<file path="src/rtl/console_uart_rx_pkg.sv">
// Shared types and constants for the serial console receive path.
// The divisor default matches the console transmitter so one value sets both.
package console_uart_rx_pkg;

    typedef enum logic [1:0] {StIdle, StStart, StData, StStop} rx_state_t;

    localparam int unsigned DATA_BITS   = 8;
    localparam logic [31:0] EMPTY_READ  = 32'h0;
    localparam logic [31:0] MIN_DIV     = 32'd2;
    localparam logic [31:0] DEFAULT_DIV = 32'd53333;

    // Divisor actually used for bit timing; tiny values would break mid-bit sampling.
    function automatic logic [31:0] eff_div(input logic [31:0] div);
        return (div < MIN_DIV) ? MIN_DIV : div;
    endfunction

endpackage

</file>
<file path="src/rtl/rx_byte_fifo.sv">
// Parameterised synchronous FIFO with wrap-bit pointers.
// Push while full is dropped unless a pop lands in the same cycle.
module rx_byte_fifo #(
    parameter int unsigned DEPTH = 8,
    parameter int unsigned WIDTH = 8
) (
    input  logic             clk_i,
    input  logic             rst_i,
    input  logic             push_i,
    input  logic [WIDTH-1:0] push_data_i,
    input  logic             pop_i,
    output logic [WIDTH-1:0] head_o,
    output logic             empty_o,
    output logic             full_o,
    output logic             drop_o
);

    localparam int unsigned AW = $clog2(DEPTH);
    localparam logic [AW:0] FULL_CNT = (AW + 1)'(DEPTH);

    logic [WIDTH-1:0] mem_q [DEPTH];
    logic [AW:0]      wr_q;
    logic [AW:0]      rd_q;
    logic [AW:0]      count;
    logic             do_pop;
    logic             do_push;

    always_comb begin
        count   = wr_q - rd_q;
        empty_o = (count == '0);
        full_o  = (count == FULL_CNT);
        do_pop  = pop_i && !empty_o;
        do_push = push_i && (!full_o || do_pop);
        drop_o  = push_i && full_o && !pop_i;
        head_o  = mem_q[rd_q[AW-1:0]];
    end

    always_ff @(posedge clk_i) begin
        if (rst_i) begin
            wr_q <= '0;
            rd_q <= '0;
        end else begin
            if (do_push) begin
                wr_q <= wr_q + 1'b1;
            end
            if (do_pop) begin
                rd_q <= rd_q + 1'b1;
            end
        end
    end

    always_ff @(posedge clk_i) begin
        if (do_push) begin
            mem_q[wr_q[AW-1:0]] <= push_data_i;
        end
    end

endmodule

</file>
<file path="src/rtl/console_uart_rx.sv">
// 8N1 serial console receiver with a programmable divisor and a byte FIFO
// read through the CPU console data register.
module console_uart_rx #(
    parameter int unsigned DEPTH       = 8,
    parameter logic [31:0] DEFAULT_DIV = console_uart_rx_pkg::DEFAULT_DIV
) (
    input  logic        clk_i,
    input  logic        rst_i,
    input  logic        ser_rx_i,
    input  logic [3:0]  reg_div_we_i,
    input  logic [31:0] reg_div_di_i,
    output logic [31:0] reg_div_do_o,
    input  logic        reg_dat_re_i,
    output logic [31:0] reg_dat_do_o,
    output logic        rx_avail_o,
    output logic        overrun_o,
    output logic        frame_err_o
);

    import console_uart_rx_pkg::*;

    logic        sync1_q;
    logic        sync2_q;
    logic [31:0] div_q;
    logic [31:0] wdiv_q;
    logic [31:0] cnt_q;
    logic [2:0]  bit_q;
    logic [7:0]  shreg_q;
    rx_state_t   state_q;
    logic        overrun_q;
    logic        frame_err_q;

    logic        rx;
    logic        stop_sample;
    logic        push;
    logic        frame_set;
    logic        pop_accepted;
    logic [7:0]  fifo_head;
    logic        fifo_empty;
    logic        fifo_drop;
    logic        unused_fifo_full;

    always_ff @(posedge clk_i) begin
        if (rst_i) begin
            sync1_q <= 1'b1;
            sync2_q <= 1'b1;
        end else begin
            sync1_q <= ser_rx_i;
            sync2_q <= sync1_q;
        end
    end

    always_ff @(posedge clk_i) begin
        if (rst_i) begin
            div_q <= DEFAULT_DIV;
        end else begin
            for (int i = 0; i < 4; i++) begin
                if (reg_div_we_i[i]) begin
                    div_q[8*i +: 8] <= reg_div_di_i[8*i +: 8];
                end
            end
        end
    end

    always_comb begin
        rx           = sync2_q;
        stop_sample  = (state_q == StStop) && (cnt_q == '0);
        push         = stop_sample && rx;
        frame_set    = stop_sample && !rx;
        pop_accepted = reg_dat_re_i && !fifo_empty;
    end

    always_ff @(posedge clk_i) begin
        if (rst_i) begin
            state_q <= StIdle;
            wdiv_q  <= DEFAULT_DIV;
            cnt_q   <= '0;
            bit_q   <= '0;
            shreg_q <= '0;
        end else begin
            unique case (state_q)
                StIdle: begin
                    if (!rx) begin
                        wdiv_q  <= eff_div(div_q);
                        cnt_q   <= eff_div(div_q) >> 1;
                        state_q <= StStart;
                    end
                end
                StStart: begin
                    if (cnt_q != '0) begin
                        cnt_q <= cnt_q - 32'd1;
                    end else if (rx) begin
                        state_q <= StIdle;
                    end else begin
                        cnt_q   <= wdiv_q - 32'd1;
                        bit_q   <= '0;
                        state_q <= StData;
                    end
                end
                StData: begin
                    if (cnt_q != '0) begin
                        cnt_q <= cnt_q - 32'd1;
                    end else begin
                        shreg_q[bit_q] <= rx;
                        cnt_q          <= wdiv_q - 32'd1;
                        if (bit_q == 3'(DATA_BITS - 1)) begin
                            state_q <= StStop;
                        end else begin
                            bit_q <= bit_q + 3'd1;
                        end
                    end
                end
                StStop: begin
                    if (cnt_q != '0) begin
                        cnt_q <= cnt_q - 32'd1;
                    end else begin
                        state_q <= StIdle;
                    end
                end
                default: state_q <= StIdle;
            endcase
        end
    end

    // Sticky flags: a coincident set beats the pop-side clear.
    always_ff @(posedge clk_i) begin
        if (rst_i) begin
            overrun_q   <= 1'b0;
            frame_err_q <= 1'b0;
        end else begin
            if (fifo_drop) begin
                overrun_q <= 1'b1;
            end else if (pop_accepted) begin
                overrun_q <= 1'b0;
            end
            if (frame_set) begin
                frame_err_q <= 1'b1;
            end else if (pop_accepted) begin
                frame_err_q <= 1'b0;
            end
        end
    end

    rx_byte_fifo #(
        .DEPTH (DEPTH),
        .WIDTH (DATA_BITS)
    ) u_fifo (
        .clk_i       (clk_i),
        .rst_i       (rst_i),
        .push_i      (push),
        .push_data_i (shreg_q),
        .pop_i       (reg_dat_re_i),
        .head_o      (fifo_head),
        .empty_o     (fifo_empty),
        .full_o      (unused_fifo_full),
        .drop_o      (fifo_drop)
    );

    assign reg_div_do_o = div_q;
    assign reg_dat_do_o = fifo_empty ? EMPTY_READ : {24'h0, fifo_head};
    assign rx_avail_o   = !fifo_empty;
    assign overrun_o    = overrun_q;
    assign frame_err_o  = frame_err_q;

endmodule

</file>
<file path="config.mk">
export PLATFORM = sky130hd
export DESIGN_NAME = console_uart_rx
export DESIGN_NICKNAME = d
export VERILOG_FILES = /design/src/rtl/console_uart_rx_pkg.sv /design/src/rtl/rx_byte_fifo.sv /design/src/rtl/console_uart_rx.sv
export SDC_FILE = /design/constraint.sdc
export NUM_CORES = 1
export LEC_CHECK = 0
export BUFFER_PORTS_ARGS = -buffer_cell sky130_fd_sc_hd__buf_2
export CORE_UTILIZATION = 50
export DETAILED_ROUTE_END_ITERATION = 6
export PLACE_DENSITY = 0.76
export SETUP_SLACK_MARGIN = 0.2
export SLEW_MARGIN = 20
export SYNTH_ARGS = -nofsm -noshare
export SYNTH_HDL_FRONTEND = slang
export SYNTH_SLANG_ARGS = --single-unit
</file>
<file path="constraint.sdc">
create_clock -name clk_i -period 4.85 [get_ports clk_i]
set_input_delay 0.485 -clock clk_i [delete_from_list [all_inputs] [get_ports clk_i]]
set_output_delay 0.485 -clock clk_i [all_outputs]
set_load 0.03 [all_outputs]
</file>
**After elaboration in Yosys (flattened, before gate mapping)**

Memories as Yosys holds them, arrays and structs flattened. A register that Yosys moved wholly into a read port is not among the register bits.
Cells that the tools add are included.

- Memory bits (writable): 64
- Bits in registers: 121
- Memories kept: 1
- Output and inout bits: 67
- Input bits: 40

- Order comparisons: 3
- Mux-type cells: 30
- Equality and inequality tests: 14
- $add $sub $neg: 6
- Reduce and logical (&&, ||, !) cells: 25
- Bitwise gates (word level): 2

Memory list:

| name | words | bits a word | rd ports | clocked after memory_dff | wr ports | line | text |
|---|---|---|---|---|---|---|---|
| u_fifo.mem_q | 8 | 8 | 1 | 1 | 1 | rx_byte_fifo.sv:21 | `logic [WIDTH-1:0] mem_q [DEPTH];` |

Operator list:

| operator | count |
|---|---|
| 32-bit two-way mux | 6 |
| 32-bit one-hot mux with 4 select lines | 1 |
| 32-bit by 1-bit subtractor with 32-bit output, second input constant | 2 |
| 32-bit logical NOT | 1 |
| 32-bit by 2-bit less-than comparator with 1-bit output, second input constant | 1 |
| 32-bit nonzero test | 1 |
| 3-bit two-way mux | 6 |
| 2-bit != test, second input constant | 7 |
| 2-bit two-way mux | 6 |
| 5-bit AND reduction | 2 |
| 4-bit by 1-bit adder with 4-bit output, second input constant | 2 |
| 8-bit bitwise mux | 1 |
| 1-bit logical AND | 8 |
| 8-bit two-way mux | 1 |
| 2-bit one-hot mux with 4 select lines | 1 |
| 1-bit two-way mux | 6 |
| 3-bit one-hot mux with 2 select lines | 1 |
| 2-bit nonzero test | 3 |
| 2-bit equality test, second input constant | 2 |
| 4-bit equality test, second input constant | 1 |
| 1-bit logical NOT | 4 |
| 4-bit logical NOT | 1 |
| 3-bit by 4-bit less-than comparator with 1-bit output, second input constant | 1 |
| 2-bit AND reduction | 2 |
| 12 further kinds | 13 |

**Logic depth before layout (Yosys ltp)**

- Word-level depth: 8
- Mapped depth: 10

**Cells and area by module**

Synthesis repeated with hierarchy kept, for this count alone.

- Cells, all modules: 963
- Area total of the unflattened synthesis: 9395.3 um2

Modules (own cells, without submodules):

| module | area each (um2) | cells an instance | times used |
|---|---|---|---|
| console_uart_rx | 6291.0 | 795 | 1 |
| rx_byte_fifo | 3104.2 | 168 | 1 |

**Worst setup path before layout**

No wires, ideal clock.

- Kind: register to register
- From: register cnt_q[17]
- To: memory u_fifo.mem_q[0][0] (enable)
- Required time: 4.455 ns
- Stages on the path, launching flop included: 7
- Setup time: 0.395 ns
- Setup slack: 1.345 ns
- Arrival: 3.110 ns
- Clock period less this slack: 3.505 ns
- Cell sequence: dfxtp_1 -> or4_4 -> or4_4 -> nor4_4 -> and3_2 -> nand2_1 -> nor4_1

- Longest elaborated chain between the ends: 6

RTL lines:

| element | line | text |
|---|---|---|
| from (decl) | console_uart_rx.sv:26 | `logic [31:0] cnt_q;` |
| from (signal assigned) | console_uart_rx.sv:85 | `cnt_q <= eff_div(div_q) >> 1;` |
| from (signal assigned) | console_uart_rx.sv:91 | `cnt_q <= cnt_q - 32'd1;` |
| from (signal assigned) | console_uart_rx.sv:95 | `cnt_q <= wdiv_q - 32'd1;` |
| 32-bit logical NOT | console_uart_rx.sv:67 | `stop_sample = (state_q == StStop) && (cnt_q == '0);` |
| 1-bit logical AND | console_uart_rx.sv:67 |  |
| 1-bit logical AND | console_uart_rx.sv:68 | `push = stop_sample && rx;` |
| 1-bit logical AND | rx_byte_fifo.sv:33 | `do_push = push_i && (!full_o \|\| do_pop);` |
| 1-bit two-way mux | rx_byte_fifo.sv:53 | `if (do_push) begin` |
| 1-bit two-way mux (implied by the code) | rx_byte_fifo.sv:54 | `mem_q[wr_q[AW-1:0]] <= push_data_i;` |
| to (decl) | rx_byte_fifo.sv:21 |  |

Every way passes these cells.

**Final worst setup path**

- From: register cnt_q[17]
- To: memory u_fifo.mem_q[5][7] (enable)

Same word-level chain as after synthesis.

==> impl_results.md <==
* WHS at 0.2300 ns
* Kind of critical path: reg2reg
* Final min period at 3.541 ns
* Clk root buf: clkbuf_16
* WL per Instance at 17.94 um
* Register area share after synthesis at 45.84%
* Num CTS Buffers at 17
* Hpwl dp at 16,110 um
* Critical-path cell with the highest stage delay: nor2_1
* Core area at 18,770 um^2
* Commonest register cell after synthesis: dfxtp_1
* Routed vias/inst at 6.000
* Iteration-0 DRC Markers at 594
* Setup Viol. Count Final at 0
* Ordered list of cells on the worst path: or4_4 > or4_4 > nor4_4 > and3_2 > nand3_1 > nor2_1
* TritonCTS clock tree: yes
* Total GRT Usage at 24.08%
* Post-synth ARST share at 0%
* Post-CTS setup buffer count at 0
* Clock Skew at 0.01281 ns
* Final max-slew violation count at 0
* PostCTS Resize Cnt at 0
* H-tree Lvls at 4
* Die Width at 140.6 um
* Synth warn at 0
* R2r startpoint: cnt_q[17]$_SDFFE_PP0P_
* Fmax achieved at 0.2824 GHz
* IO Port Bufs at 82
* Worst Path Arrival at 3.60 ns
* CP most frequent cell: or4_4
* Placed Area at 10,090 um^2
* Least-Margin Pin Slew at 1.052 ns
* Die Ht at 140.6 um
* Setup TNS at 0 ns
* Final hold violation count at 0
* Multi-input gate area at 4793 um^2
* First-pass GRT wire length at 37,340 um
* Hold Crit Class: in2reg
* Crit. End Element: flip-flop
* Rel. slew slack at 29.24%
* Worst-path clk slew at 0.07 ns
* Status: completed
* Residual DRC at 0
* Starting density of the core at 51.19%
* Yosys reg bits at 188
* Routed vias at 7,800
* Most numerous cell in the Yosys netlist: dfxtp_1
* Power density of the placed cells at 457.9 nW/um^2
* Avg Cell Area, Syn at 9.618 um^2
* LEAKAGE at 4.022 nW
* Routed Antenna Nets at 0
* CP Buf/Inv Count at 0
* NumNets Final at 1,108
* Distinct cells, synth at 69
* Longest Clk Path Bufs at 2
* Mapped Area at 9608 um^2
* Vias in the first global route at 7,195
* Cell depth of the worst flop-to-flop path at 6
* Antenna violations before repair at 0
* Top-area cell type share of the netlist area at 25.84%
* Period Utilization, post-route at 73.01%
* Unrepaired setup endpoints after global routing: false
* Worst-Skew Late Latency at 0.44 ns
* Row cnt at 50
* Clk sinks at 188
* FF/Latch Area at 4405 um^2
* HP Start: ser_rx_i
* Fin util at 56.85%
* Largest net degree at the start of global routing at 87
* Required time of the critical path at 4.91 ns
* Worst VDD drop at 314.8 uV
* Worst R2R Setup Slack at 1.31 ns
* CP Launch Type: flip-flop
* Worst hold path depth at 2
* Total routed wirelength at 23,320 um
* Design area at 10,670 um^2
* Synth-to-layout area growth at 11.04%
* Crit Path Max Fanout at 8
* Top Ports at 107
* Cts-stage hold buffer count at 0
* Die area at 19,770 um^2
* GP Congestion at 0.8814
* Synth Instances at 999
* Most frequent cells after synthesis: dfxtp_1, nand2_1, nor2_1
* First-pass DRT Iterations at 7
* Global route overflow at 0
* Filler cell count at 1,620
* Min-Delay Endpoint: sync1_q$_SDFF_PP1_
* Largest stage delay, worst path at 0.62 ns
* Synth area leader: dfxtp_1
* Synth top area cells: dfxtp_1, edfxtp_1, mux2i_1, nand2_1, mux4_2
* Post-synth EDFFs at 64
* # diodes at 0
* Top delay family on crit path: simple AND/OR/NAND/NOR gates
* Share of post-route cells with drive strength above 1 at 15.76%
* Max cap viols at 0
* R2R Path End: u_fifo.mem_q[5][7]$_DFFE_PP_
worst register-to-register path, stage by stage, from the launching register on:
cell     delay (ns)
dfxtp_1        0.36
or4_4          0.58
or4_4          0.58
nor4_4         0.54
and3_2         0.32
nand3_1        0.17
nor2_1         0.62
through the flow:
stage	worst slack (ns)	std cells	total power, mW
global route	1.056	1300	5.116
finish	1.309	1300	4.885
detailed placement	1.136	1268	3.525
global placement	1.209	1268	3.496
floorplan	1.345	1022	3.157
CTS	1.112	1300	4.878
layer usage:
metal | wire, um | track usage, %
met5 | 0 | 0
met3 | 1242 | 4.484
met4 | 673 | 9.554
met2 | 11260 | 40.56
met1 | 10140 | 30.61
where the power goes:
part | switching, mW | internal [mW] | total [mW] | leakage (nW)
sequential | 0.153 | 1.70 | 1.86 | 1.61
clock | 0.637 | 0.726 | 1.36 | 0.283
combinational | 1.07 | 0.594 | 1.67 | 2.13
cell type report:
class                   count  area share, %
clock inverters            13          1.114
multi-input cells         728          44.93
repair buffers             97          4.926
inverters                  21         0.7388
well taps                 234          2.744
clock buffers              19          4.257
flip-flops and latches    188          41.29
worst max-delay path by stage:
stage                            from                      endpoint  depth (start not counted)
5_1_grt         cnt_q[7]$_SDFFE_PP0P_  u_fifo.mem_q[5][6]$_DFFE_PP_                          6
2_1_floorplan  cnt_q[17]$_SDFFE_PP0P_  u_fifo.mem_q[0][0]$_DFFE_PP_                          6
6_report       cnt_q[17]$_SDFFE_PP0P_  u_fifo.mem_q[5][7]$_DFFE_PP_                          6
3_5_place_dp    cnt_q[7]$_SDFFE_PP0P_  u_fifo.mem_q[2][3]$_DFFE_PP_                          6
4_1_cts         cnt_q[7]$_SDFFE_PP0P_  u_fifo.mem_q[2][3]$_DFFE_PP_                          6
3_3_place_gp    cnt_q[7]$_SDFFE_PP0P_  u_fifo.mem_q[2][0]$_DFFE_PP_                          6
sequential cells by signal (all words and copies together) (netlist names), 3 cells and up, named ones only:
name          cells
cnt_q            32
shreg_q           8
bit_q             3
u_fifo.rd_q       4
u_fifo.wr_q       4
reg_div_do_o     32
wdiv_q           32
u_fifo.mem_q     64
cells by family (layout without fill, tap and decap cells):
| kind of cell | count (synthesis) | after routing | share of synthesized area, % |
|---|---|---|---|
| DFF | 188 | 188 | 45.84 |
| adders and majority gates | 15 | 15 | 1.953 |
| AOI/OAI and AO/OA | 189 | 189 | 13.26 |
| muxes | 64 | 64 | 8.803 |
| other | 1 | 24 | 0.03903 |
| xor gates and xnor gates | 47 | 47 | 4.284 |
| buffers and inverters | 106 | 150 | 5.300 |
| and+or+nand+nor | 389 | 389 | 20.52 |
cells in the final DEF (no fill, tap or decap), types with 8 or more instances in the layout:
master,netlist,final
nand4_1,15,15
nand2b_1,11,11
o21ai_0,27,27
edfxtp_1,64,64
a31oi_1,8,8
a21oi_1,62,61
a221oi_1,10,10
or4_1,9,9
inv_1,21,21
xor2_1,28,28
xnor2_1,19,19
nand3_1,21,21
buf_4,26,16
ha_1,15,15
nor2_1,95,95
mux4_2,16,16
clkbuf_16,0,18
nor3_1,28,27
nor2b_1,17,16
buf_2,5,81
conb_1,1,24
o211ai_1,8,8
dfxtp_1,124,123
a211o_1,13,13
nand2_1,114,114
mux2i_1,44,44
nor4_1,25,25
nand3b_1,14,14
(Power assumes the default switching activity.)
